File: src/rtl/sseg_pkg.sv
// Shared definitions for the seven-segment scan decoder.
//   - Active-low segment codes ordered {g,f,e,d,c,b,a}
//   - Scan FSM state type
//   - Digit-select helpers (qualification and slot index)
package sseg_pkg;

  localparam logic [6:0] SEG_0     = 7'b1000000;
  localparam logic [6:0] SEG_1     = 7'b1111001;
  localparam logic [6:0] SEG_2     = 7'b0100100;
  localparam logic [6:0] SEG_3     = 7'b0110000;
  localparam logic [6:0] SEG_4     = 7'b0011001;
  localparam logic [6:0] SEG_5     = 7'b0010010;
  localparam logic [6:0] SEG_6     = 7'b0000010;
  localparam logic [6:0] SEG_7     = 7'b1111000;
  localparam logic [6:0] SEG_8     = 7'b0000000;
  localparam logic [6:0] SEG_9     = 7'b0010000;
  localparam logic [6:0] SEG_BLANK = 7'h7F;

  localparam logic [3:0] DIGIT_BAD = 4'hF;

  typedef enum logic [1:0] {
    ST_WAIT   = 2'd0,
    ST_SETTLE = 2'd1,
    ST_HELD   = 2'd2
  } scan_state_e;

  // Exactly one digit strobe asserted (active low).
  function automatic logic dgt_qual(input logic [3:0] d);
    logic q;
    case (d)
      4'b1110, 4'b1101, 4'b1011, 4'b0111: q = 1'b1;
      default:                            q = 1'b0;
    endcase
    return q;
  endfunction

  // Slot index of the asserted strobe; only meaningful when dgt_qual(d).
  function automatic logic [1:0] dgt_idx(input logic [3:0] d);
    logic [1:0] i;
    case (d)
      4'b1101: i = 2'd1;
      4'b1011: i = 2'd2;
      4'b0111: i = 2'd3;
      default: i = 2'd0;
    endcase
    return i;
  endfunction

endpackage

File: src/rtl/sseg2bcd.sv
// Combinational seven-segment to BCD decoder.
//   seg   : active-low pattern {g,f,e,d,c,b,a}
//   bcd   : decoded digit 0-9, DIGIT_BAD for any other pattern
//   valid : high when seg is one of the ten digit codes
module sseg2bcd
  import sseg_pkg::*;
(
  input  logic [6:0] seg,
  output logic [3:0] bcd,
  output logic       valid
);

  always_comb begin
    bcd   = DIGIT_BAD;
    valid = 1'b1;
    case (seg)
      SEG_0:   bcd = 4'd0;
      SEG_1:   bcd = 4'd1;
      SEG_2:   bcd = 4'd2;
      SEG_3:   bcd = 4'd3;
      SEG_4:   bcd = 4'd4;
      SEG_5:   bcd = 4'd5;
      SEG_6:   bcd = 4'd6;
      SEG_7:   bcd = 4'd7;
      SEG_8:   bcd = 4'd8;
      SEG_9:   bcd = 4'd9;
      default: valid = 1'b0;
    endcase
  end

endmodule

File: src/rtl/sseg_scan_decoder.sv
// Receive-side monitor for a multiplexed seven-segment display.
// Waits for each digit strobe to hold steady for SETTLE samples, decodes the
// pattern, and publishes a four-digit HH:MM frame once every slot is seen.
//   clock, reset_n : clock, async active-low reset
//   sseg           : active-low segments {g..a}
//   dgt            : active-low one-hot digit select (bit0 = min1, bit3 = hour10)
//   digits         : {hour10, hour1, min10, min1} BCD of last frame
//   frame_valid    : one-cycle pulse on publish
//   frame_err      : some digit of the published frame failed to decode
//   changed        : published frame differs from the previous one
//   stale          : no capture for TIMEOUT cycles
module sseg_scan_decoder
  import sseg_pkg::*;
#(
  parameter int SETTLE  = 16,
  parameter int TIMEOUT = 2_000_000
) (
  input  logic        clock,
  input  logic        reset_n,
  input  logic [6:0]  sseg,
  input  logic [3:0]  dgt,
  output logic [15:0] digits,
  output logic        frame_valid,
  output logic        frame_err,
  output logic        changed,
  output logic        stale
);

  localparam logic [7:0]  SETTLE_LAST = 8'(SETTLE - 1);
  localparam logic [21:0] IDLE_MAX    = 22'(TIMEOUT);
  localparam logic [21:0] IDLE_HIT    = 22'(TIMEOUT - 1);

  // Sample history and settle FSM
  logic [6:0]  prev_sseg;
  logic [3:0]  prev_dgt;
  scan_state_e state, state_nx;
  logic [7:0]  cnt, cnt_nx;
  logic        capture;
  logic        same, qual;
  logic [1:0]  idx;

  // Frame assembly
  logic [3:0][3:0] slot;
  logic [3:0]      seen, seen_nx;
  logic            err_acc, err_acc_nx;
  logic            have_prev;
  logic [21:0]     idle;
  logic            timeout_hit;
  logic            publish;

  logic [3:0] bcd;
  logic       seg_ok;

  sseg2bcd u_dec (
    .seg   (sseg),
    .bcd   (bcd),
    .valid (seg_ok)
  );

  assign same = (sseg == prev_sseg) && (dgt == prev_dgt);
  assign qual = dgt_qual(dgt);
  assign idx  = dgt_idx(dgt);

  // Count restarts at 1 on any change: the differing sample is itself the
  // first sample of a new stable interval.
  always_comb begin
    state_nx = state;
    cnt_nx   = cnt;
    capture  = 1'b0;
    case (state)
      ST_WAIT: begin
        if (qual) begin
          state_nx = ST_SETTLE;
          cnt_nx   = 8'd1;
        end
      end
      ST_SETTLE: begin
        if (!same) begin
          state_nx = qual ? ST_SETTLE : ST_WAIT;
          cnt_nx   = qual ? 8'd1 : 8'd0;
        end else if (cnt == SETTLE_LAST) begin
          state_nx = ST_HELD;
          cnt_nx   = 8'd0;
          capture  = 1'b1;
        end else begin
          cnt_nx = cnt + 8'd1;
        end
      end
      ST_HELD: begin
        if (!same) begin
          state_nx = qual ? ST_SETTLE : ST_WAIT;
          cnt_nx   = qual ? 8'd1 : 8'd0;
        end
      end
      default: begin
        state_nx = ST_WAIT;
        cnt_nx   = 8'd0;
      end
    endcase
  end

  always_ff @(posedge clock or negedge reset_n) begin
    if (!reset_n) begin
      state     <= ST_WAIT;
      cnt       <= 8'd0;
      prev_sseg <= SEG_BLANK;
      prev_dgt  <= 4'hF;
    end else begin
      state     <= state_nx;
      cnt       <= cnt_nx;
      prev_sseg <= sseg;
      prev_dgt  <= dgt;
    end
  end

  // A capture on the same edge beats the timeout.
  assign timeout_hit = !capture && (idle == IDLE_HIT);
  assign publish     = (seen == 4'hF);

  // Publish/timeout clear first, then a capture on the same edge re-marks its slot.
  always_comb begin
    seen_nx    = seen;
    err_acc_nx = err_acc;
    if (publish || timeout_hit) begin
      seen_nx    = 4'h0;
      err_acc_nx = 1'b0;
    end
    if (capture) begin
      seen_nx[idx] = 1'b1;
      if (!seg_ok) err_acc_nx = 1'b1;
    end
  end

  always_ff @(posedge clock or negedge reset_n) begin
    if (!reset_n) begin
      slot        <= '0;
      seen        <= 4'h0;
      err_acc     <= 1'b0;
      idle        <= 22'd0;
      have_prev   <= 1'b0;
      digits      <= 16'h0000;
      frame_valid <= 1'b0;
      frame_err   <= 1'b0;
      changed     <= 1'b0;
      stale       <= 1'b0;
    end else begin
      seen        <= seen_nx;
      err_acc     <= err_acc_nx;
      frame_valid <= 1'b0;

      if (capture) begin
        slot[idx] <= bcd;
        idle      <= 22'd0;
        stale     <= 1'b0;
      end else if (idle != IDLE_MAX) begin
        idle <= idle + 22'd1;
      end

      if (timeout_hit) stale <= 1'b1;

      if (publish) begin
        digits      <= slot;
        frame_valid <= 1'b1;
        frame_err   <= err_acc;
        changed     <= !have_prev || (slot != digits);
        have_prev   <= 1'b1;
      end
    end
  end

endmodule

File: config.mk
export PLATFORM = sky130hd
export DESIGN_NAME = sseg_scan_decoder
export DESIGN_NICKNAME = d
export VERILOG_FILES = /design/src/rtl/sseg_pkg.sv /design/src/rtl/sseg2bcd.sv /design/src/rtl/sseg_scan_decoder.sv
export SDC_FILE = /design/constraint.sdc
export NUM_CORES = 1
export LEC_CHECK = 0
export ABC_AREA = 1
export BUFFER_PORTS_ARGS = -buffer_cell sky130_fd_sc_hd__buf_2
export CAP_MARGIN = 10
export CORE_UTILIZATION = 45
export DETAILED_ROUTE_END_ITERATION = 16
export PLACE_DENSITY = 0.65
export SETUP_SLACK_MARGIN = 0.02
export SYNTH_ARGS = -nofsm -noshare
export SYNTH_HDL_FRONTEND = slang
export SYNTH_HIERARCHICAL = 1
export SYNTH_SLANG_ARGS = --single-unit
export TNS_END_PERCENT = 100
File: constraint.sdc
create_clock -name clock -period 1.51 [get_ports clock]
set_input_delay 0 -clock clock [delete_from_list [all_inputs] [get_ports clock]]
set_output_delay 0 -clock clock [all_outputs]
set_load 0.02 [all_outputs]
==> key figures <==
Status
  • Status: complete, but fails checks
  • Failing checks: setup timing

Global routing
  • Largest net degree at the start of global routing: 31
  • Gr usage total: 21.5%
  • Vias in the first global route: 3896
  • First-pass GRT wire length: 17300 um
  • Total global routing overflow: 0
  • Initial antenna violation count: 0

Worst setup path
  • Crit-path slowest cell: dfstp_2
  • Worst setup path class: reg2reg
  • Largest stage delay on the critical path: 0.55 ns
  • Flop-to-flop setup slack: -0.25 ns
  • CP required: 1.77 ns
  • CP Capture Point: cnt[0]$_DFFE_PN0P_
  • CP arrival: 2.01 ns
  • Setup crit start kind: flop
  • Crit Reg-Reg Endpoint: cnt[0]$_DFFE_PN0P_
  • CP max FO: 7
  • Cells along the critical path: inv_2, nand2_1, nand2_1, nor2_2, nand2_2, nor2_4, buf_6, buf_6, nand3_4, nand2_4, nor2_1, nand2_1, nand2_1
  • Reg-to-Reg Start: prev_sseg[1]$_DFF_PN1_
  • Reg2Reg Depth: 13
  • Setup crit end kind: flop
  • Worst setup path startpoint: prev_sseg[1]$_DFF_PN1_
  • Most used cell, CP: nand2_1

Clocking
  • Clock sink total: 85
  • Root buf cell: clkbuf_8
  • CTS max path bufs: 2
  • H-tree levels: 3
  • Latest clock arrival within the worst-skew pair: 0.37 ns
  • Worst-path clk slew: 0.09 ns
  • TritonCTS Buffers: 9
  • CTS tree: yes

Timing
  • # setup viols final: 54
  • Slew Viols, Final: 0
  • Fin. Hold Viols: 0
  • Worst-margin pin slew: 0.321 ns
  • Clock skew: 0.0142 ns
  • Setup TNS: -10.82 ns
  • Crit share post-route: 116%
  • Worst rel slew slack: 78.3%
  • Worst hold slack: 0.0738 ns
  • Fin worst setup slack: -0.246 ns
  • Unrepaired setup endpoints after global routing: true
  • Fin crit period: 1.76 ns
  • Peak Freq: 570 MHz

Place
  • Hpwl dp: 7590 um
  • Routability Congestion: 0.900
  • Placed cell area: 5270 sq um
  • Dpl ws: -0.231 ns
  • Cells after DPL: 808
  • Port bufs: 32

Yosys
  • Multiplexer area fraction after synthesis: 0%
  • Syn Inst Count: 606
  • Synthesis Warnings: 6
  • Main synth FF type: dfrtp_1
  • Sequential cell area fraction in the yosys report: 46.6%
  • Post-synthesis cell type with the largest combined area: dfrtp_1
  • Synthesized area: 4600 sq um
  • Yosys cell types: 37
  • Synth Area in Compound Gates: 6.02%
  • Flops & latches, synth: 85
  • XOR/XNOR Fraction of Synth Area: 2.29%
  • Largest family of logic cells by synthesized area: simple AND/OR/NAND/NOR gates
  • Post-synthesis adder-cell area fraction: 0.817%
  • Most common cell in the netlist: nand2_1
  • Synth top cells by count: nand2_1 (181), inv_1 (94), dfrtp_1 (74)
  • Avg Cell Area, Syn: 7.58 sq um
  • Post-synth top area share: 40.3%
  • Synth Area in Simple Gates: 35.4%
  • Post-synthesis async set-or-reset flop share: 100%
  • Syn nets: 622
  • Synth area leaders: dfrtp_1 (40%), nand2_1 (15%), inv_1 (7.7%)
  • EDFF count, synth: 0

Power
  • Net Switching: 1.24 mW
  • Max VDD drop: 0.502 mV
  • P_leak: 3.11 nW
  • Internal power: 3.17 mW
  • Power density cells: 765 nW/um^2
  • Clock Power Share: 33.9%
  • Sw Ratio: 28.0%
  • Combinational Power Share: 12.8%
  • Total power: 4.41 mW
  • Seq pwr share: 53.3%

Routing
  • Routed len/inst: 12.4 um
  • Detailed Route Iter0 Violations: 121
  • Final WL: 10500 um
  • DR vias: 4092
  • Via density: 4.85
  • Post-route ant nets: 0
  • Residual DRC: 0
  • First-pass DRT Iterations: 4

Cells and area
  • Ratio of cells with drive above 1 in the final layout: 26.5%
  • FF/Latch Area: 2140 sq um
  • Final instance area: 5760 sq um
  • Fillers: 902
  • Fin cells: 843
  • Multi-input logic area: 2210 sq um
  • Util after Layout: 58.7%
  • Final net count: 721
  • Area delta synth->final: 25.4%
  • Antenna cells: 0

Die
  • Chip height: 103 um
  • Top-level I/O count: 33
  • Core area: 9820 sq um
  • Die width: 103 um
  • Number of cell rows: 36
  • Die area: 10600 sq um
  • Starting Density: 46.8%

Min path
  • Worst hold path type: in2async

Job
  • Max_cap viols: 0
-- cells by family (layout without fill, tap and decap cells) --
kind of cell             count (synthesis)  after routing
AO/OA/AOI/OAI                           50             50
XOR/XNOR                                12             12
adder cells (fa/ha/maj)                  3              3
buffers and inverters                  106            209
flip-flops                              85             85
AND/OR/NAND/NOR                        350            351
-- final cells by class --
class / count / area share (%)
clock inverters: 5 / 0.630
flip-flops and latches: 85 / 37.2
repair buffers: 93 / 11.9
inverters: 100 / 6.60
well taps: 133 / 2.89
multi-input cells: 416 / 38.3
clock buffers: 11 / 2.45
-- power groups by stage --
stage               Combinational, mW  Clock (mW)  Sequential (mW)
finish                          0.564        1.49             2.35
global route                    0.631        1.63             2.36
CTS                             0.554        1.53             2.35
detailed placement              0.499           0             2.39
global placement                0.493           0             2.39
floorplan                       0.260           0             2.41
-- layer usage --
metal / global-route usage [%] / vias up / part of all wire, %
met4: 9.97 / 0 / 2.6
li1: - / 2104 / -
met3: 4.00 / 21 / 2.8
met5: 0 / - / 0
met2: 35.0 / 59 / 47
met1: 27.8 / 1908 / 47
-- timing repair --
item / CTS / global route
setup endpoints to repair: 54 / 55
gates resized for setup: 19 / 26
pin swaps: 5 / 9
gates cloned: 1 / 0
endpoints found under the hold margin: 85 / 0
hold buffers: 12 / 0
setup buffers: 5 / 1
-- placed cells by master, fill, tap and decap left out, types with 3 or more instances in the layout --
master,count
inv_1,89
buf_4,45
nand3_1,50
xnor2_1,7
nand4_1,16
nand2_2,21
a21oi_1,7
xor2_1,5
nand3b_1,3
dlygate4sd3_1,12
nor2_4,7
buf_2,31
o22ai_1,6
or2_2,6
dfstp_2,11
nor3_1,6
nand3_2,11
nor2_2,7
clkbuf_8,10
o21ai_0,25
inv_2,9
buf_6,3
dfrtp_1,74
nand2_1,165
nand2_4,6
clkinvlp_4,3
o21ai_2,5
nor2_1,45
-- critical path, delay by kind of cell (launching register included) --
| kind | cells | cell delay, ns |
|---|---|---|
| buffers and inverters | 3 | 0.26 |
| and+or+nand+nor | 10 | 0.85 |
| DFF | 1 | 0.55 |
-- registers in the layout, indices dropped and copies added, names as in the netlist --
| name | count |
|---|---|
| prev_dgt | 4 |
| stale | 1 |
| err_acc | 1 |
| idle | 22 |
| changed | 1 |
| slot | 16 |
| prev_sseg | 7 |
| seen | 4 |
| digits | 16 |
| frame_err | 1 |
| cnt | 8 |
| have_prev | 1 |
| state | 2 |
| frame_valid | 1 |
-- worst min path at each step --
stage                     depth (start not counted)     from              endpoint
after floorplan                                   0  reset_n   changed$_DFFE_PN0P_
final                                             2  reset_n  idle[12]$_DFFE_PN0P_
after detailed placement                          1  reset_n    cnt[7]$_DFFE_PN0P_
after global routing                              2  reset_n  idle[12]$_DFFE_PN0P_
after CTS                                         2  reset_n  idle[12]$_DFFE_PN0P_
after global placement                            1  reset_n  idle[18]$_DFFE_PN0P_
Power figures use the tool's default switching activity.
